==> src/rtl/sram_burst_ctrl.sv <==
// Burst initiator for one port of the sram block: write bursts from a valid/ready
// stream, read bursts out through a 4-entry skid FIFO with credit-limited issue.
//
// state  | meaning
// IDLE   | cmd_ready high; accepting a command (read bursts issue their first word here)
// WRITE  | wr_ready high; each beat becomes one SRAM write the following cycle
// READ   | issuing addresses while credits allow; draining FIFO to rd_*
// FINISH | done pulse for one cycle, then back to IDLE
module sram_burst_ctrl #(
    parameter int DATA_WIDTH = 32,
    parameter int ADDR_WIDTH = 16,
    parameter int LEN_WIDTH  = 17
) (
    input  logic                  clk,
    input  logic                  rst,
    input  logic                  cmd_valid,
    output logic                  cmd_ready,
    input  logic                  cmd_write,
    input  logic [ADDR_WIDTH-1:0] cmd_addr,
    input  logic [LEN_WIDTH-1:0]  cmd_len,
    input  logic                  wr_valid,
    output logic                  wr_ready,
    input  logic [DATA_WIDTH-1:0] wr_data,
    output logic                  rd_valid,
    input  logic                  rd_ready,
    output logic [DATA_WIDTH-1:0] rd_data,
    output logic                  busy,
    output logic                  done,
    output logic [ADDR_WIDTH-1:0] sram_addr,
    output logic [DATA_WIDTH-1:0] sram_data,
    output logic                  sram_we,
    input  logic [DATA_WIDTH-1:0] sram_q
);

    typedef enum logic [1:0] {
        S_IDLE,
        S_WRITE,
        S_READ,
        S_FINISH
    } state_t;

    localparam int                    FIFO_DEPTH = 4;
    localparam logic [ADDR_WIDTH-1:0] ADDR_ONE   = {{(ADDR_WIDTH-1){1'b0}}, 1'b1};
    localparam logic [LEN_WIDTH-1:0]  LEN_ONE    = {{(LEN_WIDTH-1){1'b0}}, 1'b1};

    state_t                state_q, state_d;
    logic [ADDR_WIDTH-1:0] addr_q, addr_d;
    logic [LEN_WIDTH-1:0]  remain_q, remain_d;
    logic                  iss_q, iss_d;
    logic                  cap_q, cap_d;
    logic [DATA_WIDTH-1:0] fifo_q [FIFO_DEPTH];
    logic [DATA_WIDTH-1:0] fifo_d [FIFO_DEPTH];
    logic [1:0]            wptr_q, wptr_d;
    logic [1:0]            rptr_q, rptr_d;
    logic [2:0]            fifo_cnt_q, fifo_cnt_d;
    logic                  sram_we_q, sram_we_d;
    logic [ADDR_WIDTH-1:0] sram_addr_q, sram_addr_d;
    logic [DATA_WIDTH-1:0] sram_data_q, sram_data_d;

    logic       cmd_fire;
    logic       push;
    logic       pop;
    logic [2:0] budget;

    // iss_q: address on the SRAM bus this cycle; cap_q: its data is on sram_q this cycle
    assign budget   = fifo_cnt_q + {2'b00, iss_q} + {2'b00, cap_q};
    assign cmd_fire = cmd_valid && (state_q == S_IDLE);
    assign push     = cap_q;
    assign pop      = (fifo_cnt_q != 3'd0) && rd_ready;

    always_comb begin
        state_d     = state_q;
        addr_d      = addr_q;
        remain_d    = remain_q;
        iss_d       = 1'b0;
        sram_we_d   = 1'b0;
        sram_addr_d = sram_addr_q;
        sram_data_d = sram_data_q;

        case (state_q)
            S_IDLE: begin
                if (cmd_fire) begin
                    addr_d   = cmd_addr;
                    remain_d = cmd_len;
                    if (cmd_len == '0) begin
                        state_d = S_FINISH;
                    end else if (cmd_write) begin
                        state_d = S_WRITE;
                    end else begin
                        // First read issues on the handshake edge to hit 3-cycle latency
                        sram_addr_d = cmd_addr;
                        addr_d      = cmd_addr + ADDR_ONE;
                        remain_d    = cmd_len - LEN_ONE;
                        iss_d       = 1'b1;
                        state_d     = S_READ;
                    end
                end
            end
            S_WRITE: begin
                if (wr_valid) begin
                    sram_we_d   = 1'b1;
                    sram_addr_d = addr_q;
                    sram_data_d = wr_data;
                    addr_d      = addr_q + ADDR_ONE;
                    remain_d    = remain_q - LEN_ONE;
                    if (remain_q == LEN_ONE) begin
                        state_d = S_FINISH;
                    end
                end
            end
            S_READ: begin
                if ((remain_q != '0) && (budget < 3'd4)) begin
                    sram_addr_d = addr_q;
                    addr_d      = addr_q + ADDR_ONE;
                    remain_d    = remain_q - LEN_ONE;
                    iss_d       = 1'b1;
                end
                if ((remain_q == '0) && !iss_q && !cap_q && (fifo_cnt_q == 3'd1) && pop) begin
                    state_d = S_FINISH;
                end
            end
            S_FINISH: begin
                state_d = S_IDLE;
            end
            default: begin
                state_d = S_IDLE;
            end
        endcase
    end

    always_comb begin
        cap_d  = iss_q;
        fifo_d = fifo_q;
        if (push) begin
            fifo_d[wptr_q] = sram_q;
        end
        wptr_d     = wptr_q + {1'b0, push};
        rptr_d     = rptr_q + {1'b0, pop};
        fifo_cnt_d = fifo_cnt_q + {2'b00, push} - {2'b00, pop};
    end

    always_ff @(posedge clk) begin
        if (rst) begin
            state_q     <= S_IDLE;
            addr_q      <= '0;
            remain_q    <= '0;
            iss_q       <= 1'b0;
            cap_q       <= 1'b0;
            wptr_q      <= '0;
            rptr_q      <= '0;
            fifo_cnt_q  <= '0;
            sram_we_q   <= 1'b0;
            sram_addr_q <= '0;
            sram_data_q <= '0;
            for (int i = 0; i < FIFO_DEPTH; i++) begin
                fifo_q[i] <= '0;
            end
        end else begin
            state_q     <= state_d;
            addr_q      <= addr_d;
            remain_q    <= remain_d;
            iss_q       <= iss_d;
            cap_q       <= cap_d;
            wptr_q      <= wptr_d;
            rptr_q      <= rptr_d;
            fifo_cnt_q  <= fifo_cnt_d;
            sram_we_q   <= sram_we_d;
            sram_addr_q <= sram_addr_d;
            sram_data_q <= sram_data_d;
            fifo_q      <= fifo_d;
        end
    end

    assign cmd_ready = (state_q == S_IDLE);
    assign busy      = (state_q != S_IDLE);
    assign done      = (state_q == S_FINISH);
    assign wr_ready  = (state_q == S_WRITE);
    assign rd_valid  = (fifo_cnt_q != 3'd0);
    assign rd_data   = fifo_q[rptr_q];
    assign sram_we   = sram_we_q;
    assign sram_addr = sram_addr_q;
    assign sram_data = sram_data_q;

endmodule
==> config.mk <==
export PLATFORM = sky130hd
export DESIGN_NAME = sram_burst_ctrl
export DESIGN_NICKNAME = d
export VERILOG_FILES = /design/src/rtl/sram_burst_ctrl.sv
export SDC_FILE = /design/constraint.sdc
export NUM_CORES = 1
export LEC_CHECK = 0
export BUFFER_PORTS_ARGS = -buffer_cell sky130_fd_sc_hd__buf_4
export CORE_ASPECT_RATIO = 0.6
export CORE_MARGIN = 4
export CORE_UTILIZATION = 50
export CTS_CLUSTER_DIAMETER = 200
export CTS_CLUSTER_SIZE = 8
export DETAILED_ROUTE_END_ITERATION = 10
export HOLD_SLACK_MARGIN = 0.15
export PLACE_DENSITY = 0.73
export SLEW_MARGIN = 20
export SYNTH_ARGS = -nofsm -noshare
export SYNTH_HDL_FRONTEND = slang
export SYNTH_SLANG_ARGS = --single-unit
==> constraint.sdc <==
create_clock -name clk -period 2.8 [get_ports clk]
set_clock_uncertainty 0.15 [all_clocks]
set_input_delay 0.14 -clock clk [delete_from_list [all_inputs] [get_ports clk]]
set_output_delay 0.14 -clock clk [all_outputs]
set_load 0.005 [all_outputs]
[Word-level counts from Yosys, hierarchy flattened]
Index checks and enable logic that the tools add are counted.
Word-level totals
  register bits: 221
  input port bits: 103
  output and inout port bits: 86
Cells by class
  add/sub/neg operators: 10
  order comparisons: 4
  eq/ne operators: 12
  multiplexer cells: 37
  bitwise gates (word level): 3
  reductions and logical operators: 22
Operators by type and width (number)
  2-to-1 mux 16 bit: 10
  bitwise mux 128 bit: 1
  2-to-1 mux 32 bit: 3
  case mux 16 bit (3 select lines): 2
  2-to-1 mux 17 bit: 5
  binary-select mux 32 bit (select 2 bit): 1
  demux 32 bit (select 2 bit): 1
  case mux 17 bit (3 select lines): 1
  zero test 17 bit: 2
  subtractor 17 x 1 -> 17 bit (second input constant): 2
  adder 16 x 1 -> 16 bit (second input constant): 2
  equality test 17 x 1 -> 1 bit (second input constant): 1
  nonzero test 17 bit: 1
  2-to-1 mux 2 bit: 6
  != test 2 bit (second input constant): 5
  adder 3 x 1 -> 3 bit: 3
  logical AND 1 bit: 8
  case mux 2 bit (4 select lines): 1
  AND reduction 4 bit: 2
  greater-or-equal comparator 3 bit (second input constant): 2
  NOT 2 -> 3 bit: 2
  AND reduction 6 bit: 1
  nonzero test 3 bit: 2
  2-to-1 mux 1 bit: 5
  other kinds (15): 19

[Longest topological paths before layout]
Gate-level depths: netlist of the first run.
  depth in word-level cells: 7
  gate-level depth with buffers: 10
  depth with buffers taken out: 9

[Worst setup path after synthesis of the first run]
No wires, ideal clock.
  kind: input to register
  start: in cmd_len[0]
  end: reg remain_q[10]
  arrival time: 2.107 ns
  required time: 2.518 ns
  setup slack: 0.411 ns
  cell stages on the path: 9
  buffers on the path: 1
  path through: inv_1 -> ha_1 -> or4b_4 -> or2_1 -> buf_2 -> or4_1 -> mux2_1 -> o211ai_2 -> a21oi_1
On the way
  cells in the longest elaborated chain, start to end: 5
  elaborated cells between the ends (all ways): 6
  those cells by class: 1 x add/sub; 4 x mux; 1 x reduce/logical
Ends and longest elaborated chain
  start, declared: line 20  | input logic [LEN_WIDTH-1:0] cmd_len,
  subtractor 17 x 1 -> 17 bit: line 93  | remain_d = cmd_len - LEN_ONE;
  2-to-1 mux 17 bit: line 87  | end else if (cmd_write) begin
  2-to-1 mux 17 bit (*): line 85  | if (cmd_len == '0) begin
  2-to-1 mux 17 bit (*): line 82  | if (cmd_fire) begin
  case mux 17 bit (3 select lines) (*): line 80  | case (state_q)
  end signal, assigned: line 161  | remain_q <= remain_d;
  end, declared: line 48  | logic [LEN_WIDTH-1:0] remain_q, remain_d;
Mark *: on every way between the ends. The rest lies on a longest branch, timed or not. The select of a mux whose other input is x is not followed.
A chain may end at the register's enable or synchronous reset.

[Worst setup path after layout of the first run]
  start: in cmd_len[7]
  end: reg remain_q[14]
Same word-level chain as after synthesis.

==> reports/results.ini, run 1 <==
[route]
first_iter_violations=964
wl_per_cell_um=18.2
drt-total-wl_um=33800
vias=10615
drc=0
drtPass1Iterations=6
ant_nets=0
viasPerCell=5.71

[cts]
clkSinkCount=221
cts_tree=done
htreeDepth=1
clkLatencyLatePin_ns=0.54
clockRootBuffer=clkbuf_16
cts_inserted_buffers=31
clock_path_buffers=3
cts.clk_slew.worst_paths_ns=0.05

[pwr]
sequentialPowerShare_pct=36.4
p_clk_share_pct=29.8
cellPowerDensity_nw_per_um2=747
sw_frac_of_total_pct=33.8
internal_power_mw=7.13
p_leak_nw=5.50
ir_drop_v=0.000522
total_power_mw=10.8
pwr-share-comb_pct=33.8
p_switching_mw=3.64

[sta]
fin_crit_ns=2.86
slew_headroom_pct=42.2
timing.final.crit_share_pct=102
layout_setup_ws_ns=-0.0573
drv_slew=0
tightest_slew_ns=0.867
rsz0062_at_grt=yes
final-setup-viol-count=2
hold_viol=0
clock.fmax_mhz=350
whs_ns=0.233

[setup_path]
cpMaxStageDelayCell=dlygate4sd3_1
arrival_ns=3.09
crit_chain=dlygate4sd3_1 -> buf_4 -> or3_1 -> or3_1 -> nor4b_2 -> xor2_1 -> dlygate4sd3_1 -> o211ai_1 -> a21oi_1
cp-start-kind=input port
slowest_delay_ns=0.59
reg2reg_from=state_q[0]
cp-startpoint=cmd_len[7]
reg2reg_depth=7
cp_num_cells=9
crit_path_end_kind=flop
critPathKind=in2reg
worst-path-buf-inv=3
cp.required_ns=3.03
reg2reg_setup_slack_ns=0.10
critPathMaxFanout=7
worst_path_dominant_cell_family=buffers and inverters

[place]
dp_cells=1679
place_hpwl_um=19900
port_buffers=188
gp_congestion=0.876
placedInstanceArea_um2=12100

[floorplanning]
num_rows=40
dieWidth_um=195
initial_core_util_pct=51.6
die_area_um2=23400
fp.dieH_um=120
io-pin-count=189
core_area_um2=20300

[synth]
yosysUniqueCellTypes=68
synthArstFlopShare_pct=0
synth_warnings=0
ys_seq_area_share_pct=42.2
yosys_register_bits=221
synth.avg_cell_area_um2=8.16
syn_inst=1285
synth_nets=1406
syn_area_um2=10500
yosys_most_used_dff=dfxtp_1
synth_edf_count=0

[global_routing]
antenna_found_initial=0
grt_max_degree=78
grt_pass1_wl_um=54100
grt_pass1_vias=10430
grt.overflow.total=0
track_usage_pct=27.6

[layout]
fin_area_um2=14400
nNetsFinal=1707
syn2layout_area_growth_pct=37.6
drive_gt1_share_pct=19.7
fin_cells=1860

[min_path]
hold_path.startpoint=cmd_len[6]
hp-class=in2reg
hold_depth=6

[job]
drv_cap=0

[run_status]
status=finished with violations
violations=negative setup slack

[worst paths after layout]
path                  endpoint
hold / removal     remain_q[8]
setup / recovery  remain_q[14]
hold reg to reg     fifo_q[78]
setup reg to reg   remain_q[1]
[Yosys cell counts (all sizes together) (2+ instances only)]
master / count / area (um^2)
nor4: 13 / 96.3
o211ai: 10 / 80.1
buf: 16 / 87.6
a211oi: 29 / 218
mux2i: 17 / 170
ha: 17 / 213
o21ai: 33 / 165
and2: 6 / 38.8
or4: 4 / 30.0
nand3: 25 / 125
and4: 5 / 46.3
nand2: 364 / 1370
dfxtp: 221 / 4420
a32o: 4 / 40.0
nor2b: 5 / 31.3
nor4b: 3 / 41.3
o31ai: 2 / 15.0
o31a: 2 / 17.5
or3: 16 / 100
a211o: 4 / 36.3
clkbuf: 82 / 308
xor2: 16 / 140
o2111ai: 2 / 17.5
nor3: 17 / 85.1
or4b: 2 / 23.8
o22ai: 3 / 18.8
nor2: 43 / 161
xnor2: 12 / 105
nand2b: 8 / 50.1
nand4: 14 / 87.6
or2: 4 / 25.0
a31o: 2 / 17.5
a21oi: 196 / 988
mux2: 2 / 22.5
inv: 17 / 63.8
o211a: 3 / 30.0
mux4: 32 / 721
and3: 4 / 25.0
a31oi: 7 / 43.8
a2111oi: 8 / 70.1
[worst register-to-register path: cells and delay by family (launching register included)]
family | cells | cell delay, ns
AOI/OAI and AO/OA | 2 | 0.26
adders and majority gates | 1 | 0.32
buffers and inverters | 4 | 1.53
DFF | 1 | 0.37
[metal layers]
layer / GRT usage, % / wire, um / vias up
li1: - / - / 5078
met3: 6.48 / 3440 / 62
met5: 0 / 0 / -
met2: 42.7 / 14700 / 526
met4: 7.93 / 764 / 0
met1: 38.9 / 14900 / 4949
[state kept, by name, summed over array words and instances, names as in the netlist]
register    count
cap_d           1
rptr_q          2
fifo_cnt_q      3
wptr_q          2
fifo_q        128
sram_we         1
remain_q       17
addr_q         16
cap_q           1
sram_addr      16
state_q         2
sram_data      32
[stage by stage]
| step | TNS [ns] | setup slack, ns | utilization (%) |
|---|---|---|---|
| final | -0.0816 | -0.0573 | 71.0 |
| after global placement | 0 | 0.253 | 59.8 |
| after CTS | 0 | 0.0222 | 70.8 |
| after detailed placement | 0 | 0.186 | 59.8 |
| after floorplan | 0 | 0.411 | - |
| after global routing | -0.581 | -0.144 | 71.0 |
[cells by family after synthesis]
group                      after synthesis  synth area share [%]
DFF                                    221                  42.2
AOI/OAI and AO/OA                      313                  17.5
xor gates and xnor gates                28                  2.34
adders and majority gates               18                  2.22
buffers and inverters                  116                  4.42
and+or+nand+nor                        538                  22.7
muxes                                   51                  8.71
[cell usage in the layout, fill, tap and decap left out, drive strengths merged, types with 14 or more instances in the layout]
| cell type | Yosys | layout |
|---|---|---|
| nor3 | 17 | 17 |
| mux4 | 32 | 32 |
| nand3 | 25 | 25 |
| clkbuf | 82 | 31 |
| inv | 17 | 18 |
| dlygate4sd3 | 0 | 145 |
| buf | 16 | 221 |
| a21oi | 196 | 196 |
| o21ai | 33 | 33 |
| nand4 | 14 | 14 |
| mux2i | 17 | 17 |
| xor2 | 16 | 16 |
| nor2 | 43 | 43 |
| ha | 17 | 17 |
| nand2 | 364 | 364 |
| or3 | 16 | 16 |
| dfxtp | 221 | 221 |
| a211oi | 29 | 29 |
[what timing repair did]
action / in CTS / in global routing
hold buffers: 145 / 0
hold endpoints to repair: 215 / 0
setup buffers: 0 / 2
gates resized for setup: 0 / 3
setup endpoints to repair: 0 / 7
[cell type report]
| cell class | count | area [um^2] |
|---|---|---|
| sequential | 221 | 4430 |
| clock inverter | 2 | 13.8 |
| multi-input combinational | 948 | 5630 |
| fill | 1528 | 5900 |
| timing repair buffer | 366 | 3160 |
| inverter | 18 | 67.6 |
| clock buffer | 31 | 776 |
| antenna | 1 | 2.50 |
| tap | 273 | 342 |
[power by group through the flow]
stage	clock (mW)	combinational [mW]	sequential, mW
2_1_floorplan	0	2.19	3.87
3_3_place_gp	0	3.30	3.95
3_5_place_dp	0	3.34	3.96
4_1_cts	3.26	3.57	3.90
5_1_grt	3.40	3.98	3.97
6_report	3.21	3.64	3.92
Note: power is estimated with default switching activity, not from simulation.
==> inputs of run 2 (changes only) <==
CORE_ASPECT_RATIO = 0.7   (was 0.6)
==> run 2 against run 1 <==
Effect of this change:
- the flow now finishes without violations
- routed wire length shrank 5.2%
- final cell count is the same
- clock power shrank 1%
- largest cell class unchanged
- via count shrank 1.1%
==> reports/results.ini, run 2 (synthesized netlist as in run 1, its figures left out) <==
[cts]
clkSinkCount=221
clock_path_buffers=3
clkLatencyLatePin_ns=0.54
cts_tree=done
clockRootBuffer=clkbuf_16
cts.clk_slew.worst_paths_ns=0.05
cts_inserted_buffers=31
htreeDepth=1

[sta]
hold_viol=0
fin_crit_ns=2.65
rsz0062_at_grt=no
final-setup-viol-count=0
timing.final.crit_share_pct=94.5
drv_slew=0
clock.fmax_mhz=378
tightest_slew_ns=0.838
whs_ns=0.285
tns_ns=0
slew_headroom_pct=44.1
layout_setup_ws_ns=0.154

[global_routing]
antenna_found_initial=1
grt_pass1_wl_um=51200
grt_max_degree=104
grt.overflow.total=0
grt_pass1_vias=10183
track_usage_pct=25.9

[setup_path]
cpMaxStageDelayCell=dlygate4sd3_1
reg2reg_from=fifo_cnt_q[1]
critPathMaxFanout=6
worst-path-buf-inv=5
slowest_delay_ns=0.57
critPathKind=in2reg
worst_path_dominant_cell_family=buffers and inverters
arrival_ns=2.89
cp-start-kind=input port
cp.required_ns=3.04
crit_path_end_kind=flop
crit_chain=dlygate4sd3_1 -> buf_4 -> inv_1 -> ha_1 -> nor4b_2 -> nor4b_4 -> buf_4 -> a211oi_1 -> xor2_1 -> dlygate4sd3_1 -> o211ai_1 -> a21oi_1
cp-startpoint=cmd_len[0]

[route]
wl_per_cell_um=17.2
drc=0
viasPerCell=5.65
ant_nets=0
vias=10503
drtPass1Iterations=5
first_iter_violations=847
drt-total-wl_um=32000

[place]
port_buffers=188
gp_congestion=0.880
pre_cts_slack_ns=0.225
placedInstanceArea_um2=12200
place_hpwl_um=19000
dp_cells=1682

[layout]
mostFrequentLayoutCell=nand2_1
top_register=fifo_q
drive_gt1_share_pct=20.0
fin_cells=1860
nFillCells=1562
nNetsFinal=1703
final_cell_mix=363 x nand2_1, 220 x dfxtp_1, 215 x buf_4
fin_area_um2=14400
regArea_um2=4430
largest_reg_flops=128
syn2layout_area_growth_pct=37.7
post-route-util_pct=69.9
multi_input_area_um2=5640

[floorplanning]
initial_core_util_pct=50.8
core_area_um2=20600
fp.dieH_um=129
num_rows=44
dieWidth_um=181
die_area_um2=23400
io-pin-count=189

[min_path]
hp-class=in2reg
hold_path.startpoint=sram_q[31]

[pwr]
total_power_mw=10.6
p_leak_nw=5.51
cellPowerDensity_nw_per_um2=736
ir_drop_v=0.000522

[run_status]
status=finished clean

[job]
drv_cap=0

-- run 2: report_power, final --
group	internal, mW	switching, mW
clock network	1.92	1.25
registers	3.54	0.350
logic	1.62	1.93
-- run 2: worst reg2reg max path, cell delays in order (launching register included) --
cell	delay [ns]
dfxtp_1	0.35
or4b_2	0.68
nor3_1	0.19
nand4_1	0.12
a221o_1	0.37
or3_1	0.44
a21oi_2	0.15
-- run 2: layout make-up --
type                    instances  share of cell area [%]
clock inverters                 2                  0.0954
multi-input cells             948                    39.1
diodes                          2                  0.0347
repair buffers                362                    21.9
well taps                     276                    2.39
clock buffers                  31                    5.37
flip-flops and latches        221                    30.7
inverters                      18                   0.468
-- run 2: timing repair --
action	in CTS	in global routing
gates resized for setup	0	6
hold buffers	140	0
hold endpoints to repair	215	0
endpoints found under the setup margin	0	9
setup buffers	0	4
-- run 2: path summary, 6_finish.rpt --
path / end / slack (ns) / depth (start not counted)
max reg2reg: state_q[1] / 0.30 / 6
min: fifo_q[63] / 0.29 / 4
min reg2reg: fifo_q[124] / 0.30 / 2
max: remain_q[3] / 0.15 / 12
-- run 2: metal layers --
metal	global-route usage, %	up-vias	routed length (um)
met5	0	-	0
met4	5.78	0	597
met3	6.20	60	2780
met2	43.0	459	14800
met1	35.0	4911	13800
li1	-	5073	-
==> inputs of run 3 (changes only) <==
PLACE_DENSITY = 0.77   (was 0.73)
==> run 3 against run 2 <==
Effect of this change:
- the run now ends with negative setup slack left
- critical path type unchanged
- largest power group unchanged
- final cell count up 0.27%
- maximum frequency is 5.8% lower
- clock-buffer cell count unchanged
- sequential power hardly changed
- routed wire length rose by 4.3%
- critical endpoint is now remain_q[7]
- non-clock buffer count grew 6
- flip-flop and latch count did not move
- largest cell class unchanged
- combinational power up 3%
==> reports/results.ini, run 3 (synthesized netlist as in run 1, its figures left out) <==
[setup_path]
arrival_ns=3.05
critPathKind=in2reg
worst_path_most_repeated_cell=dlygate4sd3_1
slowest_delay_ns=0.60
cp-start-kind=input port
reg2reg_depth=6
crit_chain=dlygate4sd3_1 -> buf_4 -> or3_4 -> nor4b_4 -> buf_6 -> a2111oi_0 -> xor2_1 -> dlygate4sd3_1 -> o211ai_1 -> a21oi_1
reg2reg_setup_slack_ns=0.26
worst-path-buf-inv=4
r2r_end=remain_q[1]
reg2reg_from=state_q[0]
cp.required_ns=3.04
crit_path_end_kind=flop
cpMaxStageDelayCell=dlygate4sd3_1
critPathMaxFanout=6
worst_path_dominant_cell_family=buffers and inverters

[cts]
clkSinkCount=221
clock_path_buffers=3
cts_tree=done
clkLatencyLatePin_ns=0.54
cts.clk_slew.worst_paths_ns=0.05
htreeDepth=1
clockRootBuffer=clkbuf_16
cts_inserted_buffers=31

[pwr]
p_leak_nw=5.54
ir_drop_v=0.000533
cellPowerDensity_nw_per_um2=741

[run_status]
status=finished with violations
violations=negative setup slack

[global_routing]
grt_max_degree=94
antenna_found_initial=0
grt.overflow.total=0
grt_pass1_vias=10478
track_usage_pct=27.2
grt_pass1_wl_um=53300

[sta]
timing.final.crit_share_pct=100
clock.fmax_mhz=356
layout_setup_ws_ns=-0.00970
drv_slew=0
tns_ns=-0.00970
tightest_slew_ns=0.847
final-setup-viol-count=1
slew_headroom_pct=43.5
fin_crit_ns=2.81
hold_viol=0

[min_path]
hold_end=remain_q[15]
hp-class=in2reg
hold_depth=6
hold_path.startpoint=cmd_len[13]

[floorplanning]
core_area_um2=20600
fp.dieH_um=129
initial_core_util_pct=50.8
die_area_um2=23400
dieWidth_um=181
io-pin-count=189
num_rows=44

[place]
place_hpwl_um=19200
pre_cts_slack_ns=0.207
gp_congestion=0.892
placedInstanceArea_um2=12100
port_buffers=188

[layout]
syn2layout_area_growth_pct=38.2
top_register=fifo_q
mostFrequentLayoutCell=nand2_1
post-route-util_pct=70.2
nFillCells=1528
final_cell_mix=364 x nand2_1, 220 x dfxtp_1, 211 x buf_4
drive_gt1_share_pct=19.9
nNetsFinal=1709
largest_reg_flops=128
fin_area_um2=14500

[route]
ant_nets=0
viasPerCell=5.81
wl_per_cell_um=17.9
drtPass1Iterations=6
vias=10831
drt-total-wl_um=33400
drc=0
first_iter_violations=1108

[job]
drv_cap=0

==> run 3: per-layer routing <==
layer	track usage (%)	up-vias	share of wire, %	wire (um)
li1	-	5094	-	-
met1	36.3	5041	41	13800
met2	44.7	587	46	15400
met3	6.06	109	9.6	3220
met4	8.38	0	3.0	1020
met5	0	-	0	0
==> run 3: where the power goes <==
group / total (mW) / switching, mW / internal, mW
sequential: 3.90 / 0.356 / 3.54
clock: 3.20 / 1.27 / 1.92
combinational: 3.64 / 2.00 / 1.64
==> run 3: stage by stage <==
stage	power [mW]	hold WS, ns	std cells
global route	11.3	0.195	1864
global placement	7.18	0.237	1680
CTS	10.7	0.228	1858
detailed placement	7.26	0.248	1680
floorplan	6.05	0.124	1285
finish	10.7	0.184	1865
==> run 3: worst register-to-register path, cell delays in order (launching register included) <==
cell,delay [ns]
dfxtp_1,0.38
inv_1,0.10
ha_2,0.31
inv_1,0.50
o211ai_1,0.24
dlygate4sd3_1,0.63
a31oi_1,0.17
==> run 3: how the worst max path moves through the flow <==
stage / startpoint / to / slack (ns) / cells past startpoint
final: cmd_len[14] / remain_q[7] / -0.01 / 10
after global routing: cmd_write / remain_q[6] / -0.07 / 10
after CTS: cmd_len[14] / addr_q[12] / 0.03 / 10
after detailed placement: cmd_len[0] / sram_addr[5] / 0.21 / 10
after global placement: cap_q / addr_q[13] / 0.30 / 8
after floorplan: cmd_len[0] / remain_q[10] / 0.41 / 9
==> run 3: layout make-up <==
type | count | area (um^2) | area share [%]
tap | 276 | 345 | 2.38
clock inverter | 2 | 13.8 | 0.0950
sequential | 221 | 4430 | 30.5
antenna | 1 | 2.50 | 0.0173
clock buffer | 31 | 776 | 5.35
inverter | 18 | 67.6 | 0.466
multi-input combinational | 948 | 5640 | 38.9
timing repair buffer | 368 | 3220 | 22.2
==> run 3: what timing repair did <==
| action | CTS | global route |
|---|---|---|
| hold endpoints to repair | 215 | 0 |
| hold buffers | 145 | 0 |
| gates resized for setup | 0 | 13 |
| setup endpoints to repair | 0 | 10 |
| setup buffers | 0 | 5 |
